<file path="src/rtl/rs_euclid_pkg.sv">
// Shared constants, state encoding and widths for the RS Euclidean key-equation controller.
package rs_euclid_pkg;

  localparam int unsigned T       = 8;
  localparam int unsigned SYM_W   = 8;
  localparam int unsigned DEG_W   = 6;
  localparam int unsigned TMO_CYC = 256;

  localparam int unsigned N_SYN = 2 * T;
  localparam int unsigned FL    = 2 * T + 1;
  localparam int unsigned IDX_W = $clog2(N_SYN);
  localparam int unsigned K_W   = $clog2(FL);

  localparam logic [SYM_W-1:0] GF_ONE = 8'h01;

  typedef enum logic [2:0] {
    IDLE,
    LOAD,
    FEED,
    WAIT,
    DRAIN,
    BYPASS,
    DONE
  } ctrl_state_e;

endpackage

</file>
<file path="src/rtl/euclid_syn_buf.sv">
// 2T-entry syndrome register file: ascending write pointer during LOAD,
// descending read index during FEED, running nonzero flag over the block.
module euclid_syn_buf
  import rs_euclid_pkg::*;
(
  input  logic             clk,
  input  logic             rst_n,
  input  logic             wr_en,
  input  logic             wr_first,
  input  logic [SYM_W-1:0] wr_data,
  input  logic             rd_load,
  input  logic             rd_dec,
  output logic [IDX_W-1:0] wr_cnt,
  output logic [SYM_W-1:0] rd_data,
  output logic             nz
);

  logic [SYM_W-1:0] mem [N_SYN];
  logic [IDX_W-1:0] wr_ptr;
  logic [IDX_W-1:0] wr_idx;
  logic [IDX_W-1:0] rd_idx;

  // The first symbol of a block restarts the pointer and the flag in the same cycle.
  assign wr_idx  = wr_first ? '0 : wr_ptr;
  assign wr_cnt  = wr_ptr;
  assign rd_data = mem[rd_idx];

  always_ff @(posedge clk or negedge rst_n) begin
    if (!rst_n) begin
      for (int unsigned i = 0; i < N_SYN; i++) mem[i] <= '0;
      wr_ptr <= '0;
      rd_idx <= '0;
      nz     <= 1'b0;
    end else begin
      if (wr_en) begin
        mem[wr_idx] <= wr_data;
        wr_ptr      <= wr_idx + 1'b1;
        nz          <= (wr_first ? 1'b0 : nz) | (|wr_data);
      end
      if (rd_load)
        rd_idx <= IDX_W'(N_SYN - 1);
      else if (rd_dec)
        rd_idx <= rd_idx - 1'b1;
    end
  end

endmodule

</file>
<file path="src/rtl/euclid_array_ctrl.sv">
// Sequencer for the systolic Euclidean array: loads 2T syndromes, feeds the initial frame,
// drains Lambda/Omega. Define EUCLID_CTRL_TIMEOUT_EN for the WAIT watchdog and err output.
module euclid_array_ctrl
  import rs_euclid_pkg::*;
(
  input  logic             clk,
  input  logic             reset,
  input  logic [SYM_W-1:0] syn_in,
  input  logic             syn_valid,
  output logic             syn_ready,
  output logic             arr_en,
  output logic             arr_start,
  output logic             arr_stop,
  output logic [DEG_W-1:0] arr_deg_R,
  output logic [DEG_W-1:0] arr_deg_Q,
  output logic [SYM_W-1:0] arr_R,
  output logic [SYM_W-1:0] arr_Q,
  output logic [SYM_W-1:0] arr_L,
  output logic [SYM_W-1:0] arr_U,
  input  logic             res_st,
  input  logic [SYM_W-1:0] res_R,
  input  logic [SYM_W-1:0] res_L,
  input  logic [DEG_W-1:0] res_deg_R,
  output logic [SYM_W-1:0] lam_out,
  output logic [SYM_W-1:0] omg_out,
  output logic             coef_valid,
  output logic             coef_first,
  output logic [DEG_W-1:0] deg_omega,
  output logic             no_err,
  output logic             done,
  output logic             busy
`ifdef EUCLID_CTRL_TIMEOUT_EN
  ,
  output logic             err
`endif
);

  ctrl_state_e      state;
  logic [K_W-1:0]   k;
  logic             accept;
  logic             last_acc;
  logic             all_nz;
  logic             nz;
  logic             k_last;
  logic [IDX_W-1:0] wr_cnt;
  logic [SYM_W-1:0] rd_data;

`ifdef EUCLID_CTRL_TIMEOUT_EN
  localparam int unsigned WD_W = $clog2(TMO_CYC + 1);
  logic [WD_W-1:0] wd;
`endif

  assign accept    = syn_valid & syn_ready;
  assign last_acc  = accept && (state == LOAD) && (wr_cnt == IDX_W'(N_SYN - 1));
  assign all_nz    = nz | (|syn_in);
  assign k_last    = (k == K_W'(FL - 1));
  assign arr_L     = '0;
  assign arr_stop  = 1'b0;

  euclid_syn_buf u_syn_buf (
    .clk      (clk),
    .rst_n    (reset),
    .wr_en    (accept),
    .wr_first (state == IDLE),
    .wr_data  (syn_in),
    .rd_load  (last_acc),
    .rd_dec   (state == FEED),
    .wr_cnt   (wr_cnt),
    .rd_data  (rd_data),
    .nz       (nz)
  );

  always_ff @(posedge clk or negedge reset) begin
    if (!reset) begin
      state      <= IDLE;
      k          <= '0;
      syn_ready  <= 1'b0;
      arr_en     <= 1'b0;
      arr_start  <= 1'b1;
      arr_deg_R  <= '0;
      arr_deg_Q  <= '0;
      arr_R      <= '0;
      arr_Q      <= '0;
      arr_U      <= '0;
      lam_out    <= '0;
      omg_out    <= '0;
      coef_valid <= 1'b0;
      coef_first <= 1'b0;
      deg_omega  <= '0;
      no_err     <= 1'b0;
      done       <= 1'b0;
      busy       <= 1'b0;
`ifdef EUCLID_CTRL_TIMEOUT_EN
      err        <= 1'b0;
      wd         <= '0;
`endif
    end else begin
      done       <= 1'b0;
      coef_first <= 1'b0;
      case (state)
        IDLE: begin
          syn_ready <= 1'b1;
          if (accept) begin
            state  <= LOAD;
            busy   <= 1'b1;
            no_err <= 1'b0;
`ifdef EUCLID_CTRL_TIMEOUT_EN
            err    <= 1'b0;
`endif
          end
        end
        LOAD: begin
          if (last_acc) begin
            syn_ready <= 1'b0;
            k         <= '0;
            if (all_nz) begin
              state     <= FEED;
              arr_en    <= 1'b1;
              arr_start <= 1'b0;
              arr_R     <= GF_ONE;
              arr_Q     <= '0;
              arr_U     <= '0;
              arr_deg_R <= DEG_W'(N_SYN);
              arr_deg_Q <= DEG_W'(N_SYN - 1);
            end else begin
              state      <= BYPASS;
              coef_valid <= 1'b1;
              coef_first <= 1'b1;
              lam_out    <= '0;
              omg_out    <= '0;
              deg_omega  <= '0;
              no_err     <= 1'b1;
            end
          end
        end
        // Outputs are registered one step ahead: at index k the value for k+1 is loaded.
        FEED: begin
          arr_start <= 1'b1;
          arr_R     <= '0;
          if (k_last) begin
            state     <= WAIT;
            k         <= '0;
            arr_Q     <= '0;
            arr_U     <= '0;
            arr_deg_R <= '0;
            arr_deg_Q <= '0;
          end else begin
            k     <= k + 1'b1;
            arr_Q <= rd_data;
            arr_U <= (k == K_W'(FL - 2)) ? GF_ONE : '0;
          end
        end
        WAIT: begin
          if (!res_st) begin
            state      <= DRAIN;
            k          <= '0;
            coef_valid <= 1'b1;
            coef_first <= 1'b1;
            lam_out    <= res_L;
            omg_out    <= res_R;
            deg_omega  <= res_deg_R;
`ifdef EUCLID_CTRL_TIMEOUT_EN
            wd         <= '0;
          end else if (wd == WD_W'(TMO_CYC - 1)) begin
            state  <= DONE;
            wd     <= '0;
            arr_en <= 1'b0;
            done   <= 1'b1;
            err    <= 1'b1;
          end else begin
            wd <= wd + 1'b1;
`endif
          end
        end
        DRAIN: begin
          if (k_last) begin
            state      <= DONE;
            k          <= '0;
            coef_valid <= 1'b0;
            lam_out    <= '0;
            omg_out    <= '0;
            arr_en     <= 1'b0;
            done       <= 1'b1;
          end else begin
            k       <= k + 1'b1;
            lam_out <= res_L;
            omg_out <= res_R;
          end
        end
        BYPASS: begin
          if (k_last) begin
            state      <= DONE;
            k          <= '0;
            coef_valid <= 1'b0;
            lam_out    <= '0;
            done       <= 1'b1;
          end else begin
            k       <= k + 1'b1;
            lam_out <= (k == K_W'(FL - 2)) ? GF_ONE : '0;
          end
        end
        DONE: begin
          state     <= IDLE;
          busy      <= 1'b0;
          syn_ready <= 1'b1;
        end
        default: state <= IDLE;
      endcase
    end
  end

endmodule

</file>
<file path="config.mk">
export PLATFORM = sky130hd
export DESIGN_NAME = euclid_array_ctrl
export DESIGN_NICKNAME = d
export VERILOG_FILES = /design/src/rtl/rs_euclid_pkg.sv /design/src/rtl/euclid_syn_buf.sv /design/src/rtl/euclid_array_ctrl.sv
export SDC_FILE = /design/constraint.sdc
export NUM_CORES = 1
export LEC_CHECK = 0
export ABC_AREA = 1
export CORE_MARGIN = 5
export CORE_UTILIZATION = 37
export CTS_BUF_LIST = sky130_fd_sc_hd__clkbuf_4 sky130_fd_sc_hd__clkbuf_8 sky130_fd_sc_hd__clkbuf_16
export CTS_CLUSTER_SIZE = 20
export DETAILED_ROUTE_END_ITERATION = 10
export SYNTH_ARGS = -nofsm -noshare
export SYNTH_HDL_FRONTEND = slang
export SYNTH_SLANG_ARGS = --single-unit
</file>
<file path="constraint.sdc">
create_clock -name clk -period 1.9 [get_ports clk]
set_input_delay 0.38 -clock clk [delete_from_list [all_inputs] [get_ports clk]]
set_output_delay 0.38 -clock clk [all_outputs]
set_load 0.01 [all_outputs]
</file>
== After elaboration in Yosys (flattened, before gate mapping) ==
Index checks and enable logic that the tools add are counted.
Widths: inputs -> output; s select.
Storage, ports and cells
  register bits after elaboration: 211
  latch bits: 0
  memory bits (read-only): 0
  bits of input ports: 34
  RAM bits: 0
  word-level logic and storage cells: 169
  output and inout port bits: 75
  memories kept: 0
Cells by class
  bitwise operators: 5
  multiplexer cells: 73
  multiply operators: 0
  shifts and indexed selects: 0
  add/subtract/negate cells: 3
  reduce and logical (&&, ||, !) cells: 31
  order comparisons: 3
  div/mod/pow operators: 0
  eq/ne operators: 17
Operators with widths (count)
  $bwmux 128: 1
  $mux 8: 14
  $mux 6: 8
  $pmux 8 s2: 3
  $pmux 6 s2: 3
  $bmux 8 s4: 1
  $demux 8 s4: 1
  $pmux 8 s4: 1
  $pmux 8 s3: 1
  $reduce_and 4->1: 6
  $mux 1: 19
  $mux 3: 6
  $mux 5: 3
  $pmux 3 s5: 1
  $pmux 5 s3: 1
  $ne 2x2->1 const B: 7
  $reduce_bool 2->1: 7
  $mux 4: 3
  $pmux 1 s2: 6
  $ge 5x5->1 const B: 2
  $not 4->5: 2
  $reduce_and 5->1: 2
  $eq 3x3->1 const B: 3
  $reduce_bool 3->1: 3
  21 further kinds: 28

== Longest topological paths before layout ==
Gate-level depths: netlist of the first run.
  depth in word-level cells: 8
  gate-level depth with buffers: 14
  gate-level depth less buffers: 12

== By module ==
From an unflattened synthesis of the first run, not the netlist that was laid out.
Second synthesis, totals
  cell total of the unflattened synthesis: 1189
  area, all modules: 9130.0 sq um
Modules (own cells, without submodules)
  euclid_syn_buf: area an instance 6601.3 sq um, cells an instance 876, times used 1, seq. area each 3428.3 sq um
  euclid_array_ctrl: area an instance 2528.7 sq um, cells an instance 313, times used 1, seq. area each 1227.4 sq um

== Worst setup path after synthesis of the first run ==
Ideal clock, no wire load.
  kind: register to register
  start point: register state[0]
  end point: register u_syn_buf.mem[109] in the netlist's numbering
  setup time: 136 ps
  data required time: 1764 ps
  stages on the path, launching flop included: 14
  arrival: 1907 ps
  path slack: -143 ps
  path buffers: 2
  period minus slack after synthesis: 2043 ps
  cells stage by stage: dfrtp_1 > buf_2 > inv_1 > nand2_2 > nor2_2 > inv_2 > nand2_1 > ha_1 > inv_1 > nor2_1 > nand2_1 > buf_2 > nand2_1 > o21ai_0
Between the ends
  longest elaborated chain between the ends: 8
  elaborated cells on any way between the ends: 9
  those cells by class: order compare: 2; mux: 4; bitwise: 1; reduce/logical: 2
Ends and longest elaborated chain
  from (decl): RTL line euclid_array_ctrl.sv:38  | ctrl_state_e state;
  from (signal assigned): RTL line euclid_array_ctrl.sv:75  | state <= IDLE;
  from (signal assigned): RTL line euclid_array_ctrl.sv:104  | state <= LOAD;
  from (signal assigned): RTL line euclid_array_ctrl.sv:117  | state <= FEED;
  $logic_not 3->1 (*): RTL line euclid_array_ctrl.sv:64  | .wr_first (state == IDLE),
  $mux 4 (*): RTL line euclid_syn_buf.sv:24  | assign wr_idx = wr_first ? '0 : wr_ptr;
  $not 4->5 (not written as such) (*): RTL line euclid_syn_buf.sv:36  | mem[wr_idx] <= wr_data;
  $ge 5x5->1 (not written as such) or $lt 5x1->1 (tied branches): RTL line euclid_syn_buf.sv:36
  $logic_and 1x1->1 (not written as such): RTL line euclid_syn_buf.sv:36
  $mux 8 (not written as such): RTL line euclid_syn_buf.sv:36
  $demux 8 s4 (*): RTL line euclid_syn_buf.sv:36
  $bwmux 128 (*): RTL line euclid_syn_buf.sv:36
  to (signal, indexed assignment): RTL line euclid_syn_buf.sv:36
  to (decl): RTL line euclid_syn_buf.sv:18  | logic [SYM_W-1:0] mem [N_SYN];
Mark *: on every way between the ends. The rest lies on a longest branch, timed or not.
A chain may end at the register's enable or synchronous reset.

== Worst setup path after layout of the first run ==
  start point: register state[2]
  end point: register u_syn_buf.mem[79] in the netlist's numbering
Same word-level chain as after synthesis.

==> metrics, run 1 <==
portion of the post-synthesis area used by sequential elements 0.4993; cell count after synthesis approximately 1200; Post-DP HPWL between 15000 and 20000 µm; largest net degree at the start of global routing 60; count of maximum capacitance violations 0; overall track demand over capacity in global routing 0.1809; Die X-Extent 168.7 µm; number of DRC markers after the initial detailed-route iteration a little over 600; routed len/inst 15.25 µm; residual overflow from global routing 0; upper clock frequency limit about 530 MHz; root buffer selected by CTS sky130_fd_sc_hd__clkbuf_16; antenna cells 0; Rows 58; number of distinct library cells after synthesis 33; overall routed net length between 20000 and 30000 µm; count of pins on the block boundary approximately 110; endpoint required time on the critical path ~2200 ps; final routed DRC violation total 0; combinational share of power 0.448; final critical-path share of the clock period 0.9901; Critical Path AT around 2200 ps; Netlist Area Pre-Place between 9000 and 10000 µm²; power per cell area roughly 1600 nW/µm²; worst min path class input port to async pin; wire length of the first global-routing pass 41180 µm; slack of the worst reg-to-reg path 20 ps; clock insertion delay at the later pin of the skew report 440 ps; number of antenna violations at the first check in global routing 0; number of buffer cells added on primary ports between 70 and 80; routed metal-1 wire length roughly 12000 µm; Die ar. between 20000 and 30000 µm²; most frequent standard cell in the layout excluding fill and tap cells sky130_fd_sc_hd__nand2_1; clk sinks roughly 190; standard cell core area roughly 25000 µm²; nets@finish between 1000 and 1500; NetSw 7.742 mW; EDFF count, synth 0; hold violation count in the final report 0; register share of total power 0.343; synthesis-to-layout area growth 23.90%; startpoint class of the critical path flop; worst-path maximum fanout 16; final worst clock skew about 13 ps; DRT antenna net count 0; Starting Density 0.3735; commonest non-fill, non-tap cells in the layout sky130_fd_sc_hd__nand2_1, sky130_fd_sc_hd__dfrtp_1, sky130_fd_sc_hd__nand3_1; TritonCTS clock tree done; drt via density ~4.8; routed via count 7894; placer's final routability congestion estimate between 0.8 and 0.9; Final TNS setup 0 ps; Critical Path End Type flop; type of the worst setup path flop to flop; Leakage Power about 5.8 nW; final-report max-slew violation count 0; share of cells above drive strength 1 0.1173; vertical die dimension 168.7 µm; number of synthesis warnings 0; worst supply voltage drop on vdd 0.7375 mV; worst-case clock buffer depth 2; FF+latch count, synth ~190; share of flip-flops with an asynchronous set or reset 1.000; time the worst path needs with I/O delays and setup 1881 ps; Max H-tree Level 4; metal2 WL around 12000 µm; DR WL met3 between 1000 and 1500 µm; number of global-route vias before repair between 7000 and 8000; Final Util 0.4628; Top Metal Used met4; Pre-Repair DR Iteration Count 5; post-synthesis average cell area 7.643 µm²; net switching share of the total power 0.4118; most used flip-flop cell after synthesis sky130_fd_sc_hd__dfrtp_1; internal power 11.06 mW; status finished clean; proportion of power drawn by the clock network 0.208; final setup violation count 0; clock slew seen by the registers of the worst setup and hold paths ~80 ps; RSZ-0062 raised after global routing true; number of clock buffers inserted by TritonCTS 17
## timing repair
action | CTS | global route
gates cloned | 0 | 2
setup buffers | 0 | 4
pin swaps | 1 | 7
gates resized for setup | 2 | 41
hold buffers | 1 | 0
endpoints found under the setup margin | 79 | 127
hold endpoints to repair | 35 | 0
## layout make-up
cell class	instances	area, µm²
Fill cell	2541	13410
Tap cell	330	412.9
Clock inverter	12	183.9
Timing Repair Buffer	141	1440
Clock buffer	20	460.4
Sequential cell	186	4657
Inverter	141	531.8
Multi-Input combinational cell	830	3866
## metal layers
metal | up-vias | GRT usage
li1 | 3962 | -
met1 | 3700 | 0.2519
met2 | 188 | 0.2814
met3 | 44 | 0.03059
met4 | 0 | 0.07375
met5 | - | 0
## path summary, 6_finish.rpt
kind | start | endpoint | cells past startpoint
hold reg to reg | arr_start | arr_start | 2
hold / removal | reset | u_syn_buf.mem[59] | 2
min in group clk | arr_start | arr_start | 2
setup reg to reg | state[2] | u_syn_buf.mem[79] | 11
max in group asynchronous | reset | arr_start | 3
setup / recovery | state[2] | u_syn_buf.mem[79] | 11
## state kept, by name, indices dropped and copies added (netlist names)
signal	flops
coef_first	1
arr_U	1
u_syn_buf.rd_idx	4
arr_start	1
arr_deg_Q	1
arr_Q	8
syn_ready	1
lam_out	8
deg_omega	6
done	1
arr_R	1
coef_valid	1
no_err	1
state	3
u_syn_buf.nz	1
omg_out	8
u_syn_buf.wr_cnt	4
arr_en	1
k	5
u_syn_buf.mem	128
busy	1
## synthesized netlist by cell type (all sizes together), types with 2 or more instances
cell type  number  area share
buf            60       0.043
nand2         457        0.19
ha              8       0.011
o31ai           2      0.0016
nand4          12      0.0087
o21ai         148       0.081
inv           136       0.055
xor2            2      0.0019
nor2           29       0.015
or2             3      0.0020
nand3         132       0.071
clkbuf         32       0.013
clkinv          5      0.0020
dfrtp         185        0.50
a21oi           3      0.0016
## cells by family (layout without fill, tap and decap cells)
kind of cell,count (synthesis),count (layout),share of synthesized area
simple gates,635,635,0.2890
compound gates,154,154,0.08454
other cells,1,30,0.0004022
fa+ha+maj,8,8,0.01074
flops,186,186,0.4993
xor+xnor,2,2,0.001879
mux,1,1,0.001208
buf+inv,233,314,0.1129
## power groups by stage
stage | logic [mW] | registers (mW) | clock network (mW)
3_3_place_gp | 7.94 | 6.45 | 0
4_1_cts | 8.13 | 6.43 | 3.98
5_1_grt | 9.51 | 6.66 | 4.14
2_1_floorplan | 5.26 | 6.35 | 0
6_report | 8.43 | 6.46 | 3.92
3_5_place_dp | 8.09 | 6.47 | 0
## stage by stage
stage	setup slack (ps)	area (µm²)	std cells	power (mW)	hold WS, ps
after floorplan	35.41	9462	1249	11.61	84.41
after global placement	-229.8	10680	1621	14.39	332.4
after detailed placement	-244.3	10680	1621	14.56	332.2
after CTS	-13.43	11350	1654	18.54	422.1
after global routing	-45.84	11550	1660	20.31	454.8
final	18.76	11550	1660	18.80	413.4
## worst max-delay path, cell delays in order (launching register included)
cell,delay [ps]
sky130_fd_sc_hd__dfrtp_1,420
sky130_fd_sc_hd__inv_2,120
sky130_fd_sc_hd__nand2_4,70
sky130_fd_sc_hd__nor2_4,150
sky130_fd_sc_hd__inv_4,70
sky130_fd_sc_hd__nand2_4,70
sky130_fd_sc_hd__ha_1,150
sky130_fd_sc_hd__inv_1,60
sky130_fd_sc_hd__nor2_4,220
sky130_fd_sc_hd__nand2_2,240
sky130_fd_sc_hd__nand2_1,120
sky130_fd_sc_hd__o21ai_1,60
No activity file was read; power rests on OpenSTA's default activity.
==> run 2, diff against run 1 <==
SLEW_MARGIN = 5   (was not set)
==> results of run 2 <==
The final DEF is identical to that of run 1; final timing and power are the same.
